File: config.mk
export PLATFORM = sky130hd
export DESIGN_NAME = ex_stage
export DESIGN_NICKNAME = d
export VERILOG_FILES = /design/src/rtl/ex_stage.sv
export SDC_FILE = /design/constraint.sdc
export NUM_CORES = 1
export LEC_CHECK = 0
export ABC_AREA = 1
export BUFFER_PORTS_ARGS = -buffer_cell sky130_fd_sc_hd__buf_2
export CAP_MARGIN = 10
export CORE_ASPECT_RATIO = 2
export CORE_MARGIN = 10
export CORE_UTILIZATION = 43
export DETAILED_ROUTE_END_ITERATION = 8
export PLACE_DENSITY = 0.63
export SETUP_SLACK_MARGIN = 0.02
export SYNTH_ARGS = -nofsm -noshare
export SYNTH_HDL_FRONTEND = slang
export SYNTH_SLANG_ARGS = --single-unit
File: constraint.sdc
create_clock -name clk -period 4.8 [get_ports clk]
set_input_delay 0.96 -clock clk [delete_from_list [all_inputs] [get_ports clk]]
set_output_delay 0.96 -clock clk [all_outputs]
set_load 0.03 [all_outputs]
File: src/rtl/ex_stage.sv
// ex_stage: execute stage with operand forwarding, ALU, branch resolve and a single-entry output register
module ex_stage #(
    parameter int XLEN = 32,
    parameter int RA_W = 5
) (
    input  logic            clk,
    input  logic            rst,
    input  logic            in_valid,
    output logic            in_ready,
    input  logic [XLEN-1:0] in_pc,
    input  logic [XLEN-1:0] in_rs1_val,
    input  logic [XLEN-1:0] in_rs2_val,
    input  logic [XLEN-1:0] in_imm,
    input  logic [RA_W-1:0] in_rs1_addr,
    input  logic [RA_W-1:0] in_rs2_addr,
    input  logic [RA_W-1:0] in_rd_addr,
    input  logic            in_rd_we,
    input  logic [3:0]      in_alu_op,
    input  logic            in_a_sel,
    input  logic            in_b_sel,
    input  logic [1:0]      in_br_type,
    input  logic            wb_we,
    input  logic [RA_W-1:0] wb_rd,
    input  logic [XLEN-1:0] wb_data,
    input  logic            flush,
    output logic            out_valid,
    input  logic            out_ready,
    output logic [XLEN-1:0] out_result,
    output logic [RA_W-1:0] out_rd_addr,
    output logic            out_rd_we,
    output logic            out_zero,
    output logic            out_br_taken,
    output logic [XLEN-1:0] out_br_target,
    output logic            out_illegal,
    output logic [31:0]     ex_count
);
    logic            accept, handoff, illegal, shift_op, taken;
    logic [XLEN-1:0] rs1, rs2, in0, in1_raw, in1, alu;

    function automatic logic [XLEN-1:0] fwd(input logic [RA_W-1:0] a, input logic [XLEN-1:0] v);
        return a == '0 ? '0 :
               (out_valid && out_rd_we && out_rd_addr == a) ? out_result :
               (wb_we && wb_rd == a) ? wb_data : v;
    endfunction

    assign in_ready = !flush && (!out_valid || out_ready);
    assign accept   = in_valid && in_ready;
    assign handoff  = out_valid && out_ready;

    always_comb begin
        rs1      = fwd(in_rs1_addr, in_rs1_val);
        rs2      = fwd(in_rs2_addr, in_rs2_val);
        shift_op = in_alu_op inside {4'd7, 4'd8, 4'd9};
        illegal  = in_alu_op > 4'd9;
        in0      = in_a_sel ? in_pc : rs1;
        in1_raw  = in_b_sel ? in_imm : rs2;
        in1      = shift_op ? {{(XLEN-5){1'b0}}, in1_raw[4:0]} : in1_raw;
        taken    = in_br_type == 2'b01 ? rs1 == rs2 : in_br_type == 2'b10 ? rs1 != rs2 : 1'b0;
        case (in_alu_op)
            4'd0:    alu = in0 + in1;
            4'd1:    alu = in0 - in1;
            4'd2:    alu = in0 & in1;
            4'd3:    alu = in0 | in1;
            4'd4:    alu = in0 ^ in1;
            4'd5:    alu = {{(XLEN-1){1'b0}}, in0 < in1};
            4'd6:    alu = {{(XLEN-1){1'b0}}, $signed(in0) < $signed(in1)};
            4'd7:    alu = in0 << in1[4:0];
            4'd8:    alu = in0 >> in1[4:0];
            4'd9:    alu = $signed(in0) >>> in1[4:0];
            default: alu = '0;
        endcase
    end

    always_ff @(posedge clk) begin
        if (rst) begin
            out_valid     <= 1'b0;
            out_result    <= '0;
            out_rd_addr   <= '0;
            out_rd_we     <= 1'b0;
            out_zero      <= 1'b0;
            out_br_taken  <= 1'b0;
            out_br_target <= '0;
            out_illegal   <= 1'b0;
            ex_count      <= '0;
        end else begin
            if (handoff)
                ex_count <= ex_count + 32'd1;
            if (accept) begin
                out_valid     <= 1'b1;
                out_result    <= alu;
                out_rd_addr   <= in_rd_addr;
                out_rd_we     <= in_rd_we && !illegal;
                out_zero      <= alu == '0;
                out_br_taken  <= taken;
                out_br_target <= in_pc + in_imm;
                out_illegal   <= illegal;
            end else if (handoff || flush) begin
                out_valid <= 1'b0;
            end
        end
    end
endmodule

==> metrics.md <==
| Metric | Value |
|---|---|
| Clk slew on worst S/H paths | `90 ps` |
| Max Transition Viols Final | `0` |
| CP Max Fanout | `8` |
| CTS Hold Bufs | `0` |
| Number of global-route vias before repair | `27600` |
| Worst path slowest cell | `ha_1` |
| Setup crit start kind | `input pin` |
| Syn nets | `3656` |
| Crit path DAT | `5380 ps` |
| DP Wirelength | `95500 um` |
| Final setup viols | `4` |
| Fin crit period | `5050 ps` |
| Post-route ant nets | `0` |
| Via Count | `around 28000` |
| GRT Resource Usage Total | `43.3%` |
| Die footprint | `51700 um^2` |
| Nets@finish | `4522` |
| Die Span Y | `312 um` |
| GRT Residual Overflow | `0` |
| Clk sinks | `~110` |
| Synth cell count leaders | `nand2_1 (834), nand3_1 (534), inv_1 (354), nor2_1 (354), a21oi_1 (215)` |
| Share of layout cells above drive strength 1 | `between 30% and 40%` |
| Slew margin rel. | `34.6%` |
| Worst setup EP type | `flip-flop` |
| Worst path required time | `a little over 5000 ps` |
| Initial antenna violation count | `9` |
| Sequential cell area fraction in the yosys report | `11.6%` |
| Failing checks | `setup timing` |
| First DRT Iteration DRCs | `3020` |
| Worst slew pin tran | `approximately 1000 ps` |
| Predominant post-synthesis flop cell | `dfxtp_1` |
| Hold Violations, Final | `0` |
| Num rows | `106` |
| Drt pass-1 iters | `8` |
| Core ar. | `approximately 42000 um^2` |
| Period utilisation layout | `105%` |
| Worst VDD drop | `0.301 mV` |
| Initial Util | `43.7%` |
| Max Clk Rate | `between 0.15 and 0.2 GHz` |
| Seq cells post-synth | `approximately 110` |
| Crit Path Class | `input pin to flip-flop` |
| DR vias/cell | `roughly 6` |
| Largest stage delay, worst path | `310 ps` |
| Cell taking the most area after synthesis | `nand2_1` |
| Crit path top cell by count | `nand2_1` |
| Clock Skew | `12.9 ps` |
| Most numerous cell in the Yosys netlist | `nand2_1` |
| Ys async rst share | `0%` |
| Synthesized cell area | `18300 um^2` |
| Max clock buf depth | `2` |
| Worst setup margin | `-251 ps` |
| Die width | `166 um` |
| Yosys cell types | `59` |
| Syn avg cell area | `between 5 and 6 um^2` |
| RSZ-0062 raised after global routing | `yes` |
| Post-synth EDFFs | `0` |
| CTS Root Cell | `clkbuf_16` |
| Mapped Cells | `3328` |
| CTS tree | `built` |
| Largest net degree at the start of global routing | `65` |
| GPL Wtd Cong | `1.10` |
| Util after Layout | `66.5%` |
| DR WL/cell | `25.6 um` |
| Pleak | `14.5 nW` |
| Maxcap violations | `0` |
| First-pass GRT wire length | `170000 um` |
| Reg-to-reg slack, setup | `-30 ps` |
| Top cell type's share of synthesized area | `roughly 17%` |
| Hold Crit Class | `flip-flop to flip-flop` |
| Cell area power density | `220 nW/um^2` |
| CTS buffer count | `9` |
| Area Growth Syn to Fin | `52.2%` |
| Ranking of synthesized cells by area | `nand2_1 (17%), nand3_1 (15%), dfxtp_1 (12%), ha_1 (8.9%), inv_1 (7.3%)` |
| Total power | `6.13 mW` |
| Status | `finished with violations` |
| IO buf count | `301` |
| Ys Warns | `0` |
| # IOs | `302` |
| Htree depth | `3` |
| Clock latency on the worst-skew pair | `~390 ps` |
| Drt total wl | `between 100000 and 150000 um` |
| DRC | `0` |
## path summary, 6_finish.rpt
check / endpoint / startpoint / depth (start not counted)
worst max-delay path: out_zero$_SDFFE_PP0P_ / in_rs2_addr[3] / 38
worst min-delay path: out_br_target[2]$_SDFFE_PP0P_ / out_br_target[2]$_SDFFE_PP0P_ / 2
worst max register to register: out_zero$_SDFFE_PP0P_ / out_valid$_SDFFE_PP0P_ / 36
worst min register to register: out_br_target[2]$_SDFFE_PP0P_ / out_br_target[2]$_SDFFE_PP0P_ / 2
## routing by layer
layer  track usage, %  part of all wire, %
met5                0               0.0058
met4             44.3                   13
met3             9.35                  8.6
met2             74.9                   48
met1             40.6                   31
## final cells by class
type / count / area, um^2
clock buffers: 9 / 225
multi-input cells: 2685 / 15900
inverters: 369 / 1410
repair buffers: 1023 / 7410
clock inverters: 7 / 77.6
fillers: 3970 / 14100
flip-flops and latches: 106 / 2120
well taps: 540 / 676
diodes: 7 / 17.5
## cell usage in the layout, fill, tap and decap left out, drive strengths merged, types with 37 or more instances in the layout
cell type | synthesis | layout
buf | 83 | 1021
nand2 | 859 | 859
nand3 | 550 | 550
inv | 365 | 366
nor2 | 363 | 363
a21oi | 218 | 218
o21ai | 180 | 180
ha | 130 | 130
dfxtp | 106 | 106
nor3 | 45 | 45
or2 | 44 | 44
o211ai | 37 | 37
## per-stage QoR
stage | TNS [ps] | setup slack [ps] | instances | hold slack [ps] | instance area (um^2)
detailed placement | -19330 | -1270 | 4611 | 465 | 24400
floorplan | 0 | 39.6 | 3328 | 587 | 18300
CTS | -127 | -95.9 | 4701 | 477 | 26300
global route | -1680 | -442 | 4742 | 504 | 27800
finish | -410 | -251 | 4746 | 476 | 27900
global placement | -18310 | -1190 | 4611 | 457 | 24400
## logic make-up after synthesis
| kind of cell | count (synthesis) | share of synthesized area (%) |
|---|---|---|
| flops | 106 | 11.6 |
| xor+xnor | 54 | 2.58 |
| compound gates | 577 | 18.3 |
| simple gates | 1921 | 46.2 |
| fa+ha+maj | 133 | 9.22 |
| buf+inv | 537 | 12.2 |
## critical path, delay by kind of cell
kind	cells	cell delay (ps)
AOI/OAI and AO/OA	6	690
adders and majority gates	1	310
buffers and inverters	11	1330
and+or+nand+nor	20	2050
## flip-flops by register name, indices dropped and copies added (netlist names)
name	flops
out_br_target	32
out_br_taken	1
out_result	32
out_zero	1
out_rd_we	1
out_rd_addr	5
out_illegal	1
ex_count	32
out_valid	1
## timing repair
action                                  in CTS  in global routing
setup buffers                               76                 48
pin swaps                                  110                152
gates cloned                                 0                  2
endpoints found under the setup margin      24                 27
resized for setup                          273                338
## report_power, final
group	switching (mW)	internal, mW	total (mW)
combinational	2.58	1.76	4.34
clock	0.413	0.411	0.825
sequential	0.0430	0.924	0.967
total	3.04	3.09	6.13
Power figures use the tool's default switching activity.
